--- src/rtl/quadra_obuf.sv ---
// First-word-fall-through output buffer behind the quadra pipeline: absorbs consumer stalls, flags drops.
// Optional build macro QUADRA_OBUF_STATS_EN adds saturating input/drop statistics counters.
module quadra_obuf #(
    parameter int DEPTH     = 8,
    parameter int AFULL_LVL = 6,
    parameter int WIDTH     = 16
) (
    input  logic                       clk,
    input  logic                       rst,
    input  logic [WIDTH-1:0]           y,
    input  logic                       y_dv,
    output logic [WIDTH-1:0]           m_data,
    output logic                       m_valid,
    input  logic                       m_ready,
    output logic [$clog2(DEPTH):0]     count,
    output logic                       afull,
    output logic                       ovf,
    input  logic                       ovf_clr
`ifdef QUADRA_OBUF_STATS_EN
    ,
    output logic [31:0]                stat_in,
    output logic [15:0]                stat_drop
`endif
);

    localparam int AW = $clog2(DEPTH);
    localparam int PW = AW + 1;

    logic [WIDTH-1:0] mem_r [DEPTH];
    logic [PW-1:0]    wr_ptr_r;
    logic [PW-1:0]    rd_ptr_r;
    logic [PW-1:0]    count_r;
    logic             valid_r;
    logic             afull_r;
    logic             ovf_r;

    logic [PW-1:0]    wr_ptr_nxt_s;
    logic [PW-1:0]    rd_ptr_nxt_s;
    logic [PW-1:0]    count_nxt_s;
    logic             ovf_nxt_s;
    logic             full_s;
    logic             pop_s;
    logic             push_ok_s;
    logic             drop_s;

    // Handshake decode; a full buffer still takes a push when the head leaves in the same cycle
    always_comb begin
        full_s    = (wr_ptr_r[AW] != rd_ptr_r[AW]) &&
                    (wr_ptr_r[AW-1:0] == rd_ptr_r[AW-1:0]);
        pop_s     = valid_r && m_ready;
        push_ok_s = y_dv && (!full_s || pop_s);
        drop_s    = y_dv && full_s && !pop_s;
    end

    // Next-state for pointers, occupancy and the sticky overflow flag (set beats clear)
    always_comb begin
        wr_ptr_nxt_s = wr_ptr_r;
        rd_ptr_nxt_s = rd_ptr_r;
        count_nxt_s  = count_r;
        ovf_nxt_s    = ovf_r;
        if (push_ok_s) begin
            wr_ptr_nxt_s = wr_ptr_r + PW'(1);
        end else begin
            wr_ptr_nxt_s = wr_ptr_r;
        end
        if (pop_s) begin
            rd_ptr_nxt_s = rd_ptr_r + PW'(1);
        end else begin
            rd_ptr_nxt_s = rd_ptr_r;
        end
        if (push_ok_s && !pop_s) begin
            count_nxt_s = count_r + PW'(1);
        end else if (pop_s && !push_ok_s) begin
            count_nxt_s = count_r - PW'(1);
        end else begin
            count_nxt_s = count_r;
        end
        if (drop_s) begin
            ovf_nxt_s = 1'b1;
        end else if (ovf_clr) begin
            ovf_nxt_s = 1'b0;
        end else begin
            ovf_nxt_s = ovf_r;
        end
    end

    // Control state register; flags are registered from next-state so they track count exactly
    always_ff @(posedge clk or posedge rst) begin
        if (rst) begin
            wr_ptr_r <= {PW{1'b0}};
            rd_ptr_r <= {PW{1'b0}};
            count_r  <= {PW{1'b0}};
            valid_r  <= 1'b0;
            afull_r  <= 1'b0;
            ovf_r    <= 1'b0;
        end else begin
            wr_ptr_r <= wr_ptr_nxt_s;
            rd_ptr_r <= rd_ptr_nxt_s;
            count_r  <= count_nxt_s;
            valid_r  <= (count_nxt_s != {PW{1'b0}});
            afull_r  <= (count_nxt_s >= PW'(AFULL_LVL));
            ovf_r    <= ovf_nxt_s;
        end
    end

    // Sample storage, deliberately without reset
    always_ff @(posedge clk) begin
        if (push_ok_s) begin
            mem_r[wr_ptr_r[AW-1:0]] <= y;
        end
    end

    assign m_data  = mem_r[rd_ptr_r[AW-1:0]];
    assign m_valid = valid_r;
    assign count   = count_r;
    assign afull   = afull_r;
    assign ovf     = ovf_r;

`ifdef QUADRA_OBUF_STATS_EN
    logic [31:0] stat_in_r;
    logic [15:0] stat_drop_r;

    // Saturating statistics; untouched by ovf_clr
    always_ff @(posedge clk or posedge rst) begin
        if (rst) begin
            stat_in_r   <= 32'd0;
            stat_drop_r <= 16'd0;
        end else begin
            if (y_dv && (stat_in_r != {32{1'b1}})) begin
                stat_in_r <= stat_in_r + 32'd1;
            end
            if (drop_s && (stat_drop_r != {16{1'b1}})) begin
                stat_drop_r <= stat_drop_r + 16'd1;
            end
        end
    end

    assign stat_in   = stat_in_r;
    assign stat_drop = stat_drop_r;
`endif

endmodule
--- config.mk ---
export PLATFORM = sky130hd
export DESIGN_NAME = quadra_obuf
export DESIGN_NICKNAME = d
export VERILOG_FILES = /design/src/rtl/quadra_obuf.sv
export SDC_FILE = /design/constraint.sdc
export NUM_CORES = 1
export LEC_CHECK = 0
export CORE_AREA = 2 2 134 103
export DETAILED_ROUTE_END_ITERATION = 8
export DIE_AREA = 0 0 136 105
export PLACE_DENSITY_LB_ADDON = 0.08
export SYNTH_ARGS = -nofsm -noshare
export SYNTH_HDL_FRONTEND = slang
export SYNTH_SLANG_ARGS = --single-unit
--- constraint.sdc ---
create_clock -name clk -period 3.7 [get_ports clk]
set_input_delay 0.37 -clock clk [delete_from_list [all_inputs] [get_ports clk]]
set_output_delay 0.37 -clock clk [all_outputs]
set_load 0.05 [all_outputs]
==> results.json <==
{
  "synth-edff-count": 128,
  "yosysTopAreaCell": "edfxtp_1",
  "cp.required_ps": 3330,
  "avgSynthCellArea_um2": 20.5,
  "design_area_mm2": 0.00701,
  "vias_per_cell": 5.31,
  "final.setup.tns_ps": 0,
  "power_density_mw_per_mm2": 897,
  "drive_gt1_frac": 0.291,
  "yosysSeqAreaShare": 0.735,
  "setup-violations-final": 0,
  "ys_ff_latch": 143,
  "wl_met3_um": 509,
  "drt-wirelength-per-cell_um": 20.5,
  "root_buffer": "clkbuf_16",
  "clock-skew-final_ps": 12.1,
  "vdd_drop_max_v": 0.000487,
  "fill_cells": 1027,
  "syn_area_mm2": 0.00574,
  "slew_viol_final": 0,
  "yosys.area_share.simple": 0.0373,
  "drtAntennaViolNets": 0,
  "syn_inst": 280,
  "antenna_found_initial": 0,
  "num_vias": 2804,
  "status": "completed",
  "clk_latency_ps": 420,
  "ctsResizeCount": 0,
  "p_sw_frac": 0.365,
  "finalHoldViolCount": 0,
  "placedCellCount": 496,
  "drtIter0Drc": 193,
  "ys_top_cells_by_count": "edfxtp_1 (128), mux4_2 (30), mux2_2 (16), dfrtp_1 (15), nand2_1 (13)",
  "ys_types": 39,
  "regArea_mm2": 0.00422,
  "rsz0062_at_grt": "no",
  "period_needed_ps": 3210,
  "grt_max_degree": 20,
  "crit_type": "reg -> out",
  "clk_path_buf_depth": 2,
  "port_buffers": 43,
  "grt_usage": 0.169,
  "postPlaceCellArea_mm2": 0.00647,
  "cap_violations": 0,
  "synth.most_common_cell": "edfxtp_1",
  "p_sw_uw": 2290,
  "synthFlopType": "edfxtp_1",
  "dieHeight_um": 105,
  "clock_power_share": 0.245,
  "slew_headroom": 0.581,
  "routed_wl_um": 10800,
  "synth_top_area_share": 0.670,
  "grt.overflow.total": 0,
  "grt_first_pass_wirelength_um": 17200,
  "fin_util": 0.544,
  "worstMarginPinSlew_ps": 624,
  "p_int_uw": 3990,
  "stdcell_count": 528,
  "synth_xor_area_frac": 0.0253,
  "worstHoldPathType": "in -> async",
  "p_leak_uw": 0.00236,
  "ios": 44,
  "crit_fanout": 14,
  "syn_nets": 305,
  "start_util": 0.445,
  "finalCritPeriodShare": 0.867,
  "route.detailed.drc": 0,
  "multiInputGateArea_mm2": 0.00143,
  "wl_met2_um": 5080,
  "yosysWarningCount": 0,
  "grt_pass1_vias": 2881,
  "clock_sinks": 143,
  "muxShareOfSynthArea": 0.160,
  "antenna_cells": 0,
  "cts.htree.levels": 4,
  "holdBufCountCts": 0,
  "pwr-share-seq": 0.363,
  "die_area_mm2": 0.0143,
  "clk_pin_slew_ps": 60,
  "rows": 36,
  "drtPass1Iterations": 4,
  "wl_met1_um": 5150,
  "syn2layout_area_growth_pct": 22.1,
  "worst_hold_slack_ps": 321,
  "core_area_mm2": 0.0129,
  "post_cts_buffers": 0,
  "dp_hpwl_um": 6500,
  "synth_adder_area_share": 0.00872,
  "top_layer_used": "met4",
  "fin_nets": 369,
  "synth_area_leaders": "edfxtp_1 (67%), mux4_2 (12%), dfrtp_1 (6.5%)",
  "fmax_mhz": 312,
  "cts_buffers": 17,
  "cts_tree": "yes",
  "critPathCaptureType": "output pin",
  "synth_compound_area_frac": 0.0131,
  "critPathLaunchType": "flop",
  "async_reset_ff_frac": 0.105,
  "synth_top_family_by_area": "multiplexers",
  "die_w_um": 136,
  "power_frac_comb": 0.391,
  "gp_congestion": 0.768,
  "critPathArrivalTime_ps": 2840
}
path summary, 6_finish.rpt:
| kind | from | to | slack [ps] | cells after the start |
|---|---|---|---|---|
| setup / recovery | rd_ptr_r[0] | m_data[0] | 490 | 4 |
| hold / removal | rst | count[0] | 320 | 2 |
| setup reg to reg | rd_ptr_r[1] | mem_r[0][12] | 1250 | 5 |
| hold reg to reg | rd_ptr_r[3] | rd_ptr_r[3] | 500 | 1 |
| max in group asynchronous | rst | rd_ptr_r[0] | 2950 | 2 |
| min in group clk | rd_ptr_r[3] | rd_ptr_r[3] | 500 | 1 |
power groups by stage:
stage	Sequential (uW)	Combinational [uW]	Clock, uW
6_report	2280	2460	1540
5_1_grt	2320	2630	1650
4_1_cts	2290	2500	1580
3_5_place_dp	2320	2490	0
3_3_place_gp	2310	2490	0
2_1_floorplan	2290	1770	0
state kept, by name (all words and copies together), names as in the netlist:
register	cells
mem_r	128
count	4
ovf	1
rd_ptr_r	4
wr_ptr_r	4
afull	1
m_valid	1
cells in the final DEF, fill, tap and decap left out, types with 2 or more instances in the layout:
| cell | synthesis | layout |
|---|---|---|
| clkdlybuf4s50_1 | 0 | 43 |
| dfrtp_1 | 15 | 14 |
| ha_1 | 4 | 4 |
| xnor2_2 | 3 | 3 |
| nand4_1 | 2 | 2 |
| nor3_2 | 0 | 4 |
| clkinv_1 | 0 | 2 |
| xor2_1 | 4 | 4 |
| xnor2_1 | 7 | 7 |
| buf_12 | 0 | 2 |
| o21a_1 | 2 | 2 |
| clkbuf_16 | 0 | 17 |
| nand2b_1 | 2 | 2 |
| nor2_1 | 5 | 5 |
| nand2_1 | 13 | 13 |
| nand3_1 | 3 | 3 |
| clkinv_4 | 0 | 3 |
| clkinvlp_4 | 0 | 3 |
| edfxtp_1 | 128 | 128 |
| inv_1 | 8 | 8 |
| mux4_2 | 30 | 30 |
| mux4_1 | 2 | 2 |
| buf_4 | 3 | 14 |
| mux2_2 | 16 | 16 |
| inv_6 | 0 | 4 |
per-stage QoR:
stage | setup slack, ps | total power, uW
6_report | 493 | 6280
5_1_grt | 359 | 6600
4_1_cts | 445 | 6370
3_5_place_dp | 910 | 4810
3_3_place_gp | 914 | 4800
2_1_floorplan | 503 | 4060
per-layer routing:
layer / global-route usage / vias up
li1: - / 1258
met5: 0 / -
met1: 0.243 / 1479
met2: 0.246 / 56
met3: 0.0602 / 11
met4: 0.0424 / 0
logic make-up (layout without fill, tap and decap cells):
| logic type | count (synthesis) | in the layout |
|---|---|---|
| flops | 143 | 143 |
| mux | 49 | 49 |
| xor+xnor | 14 | 14 |
| buf+inv | 22 | 99 |
| simple gates | 38 | 38 |
| fa+ha+maj | 4 | 4 |
| compound gates | 10 | 10 |
critical path: stages (launching register included):
cell	delay, ps
dfrtp_2	660
buf_12	230
mux4_1	550
mux2_2	260
clkdlybuf4s50_1	690
layout make-up:
| type | instances | share of cell area |
|---|---|---|
| flip-flops and latches | 143 | 0.602 |
| multi-input cells | 115 | 0.204 |
| repair buffers | 59 | 0.0822 |
| clock buffers | 18 | 0.0613 |
| well taps | 171 | 0.0305 |
| clock inverters | 14 | 0.0154 |
| inverters | 8 | 0.00429 |
(Power assumes the default switching activity.)
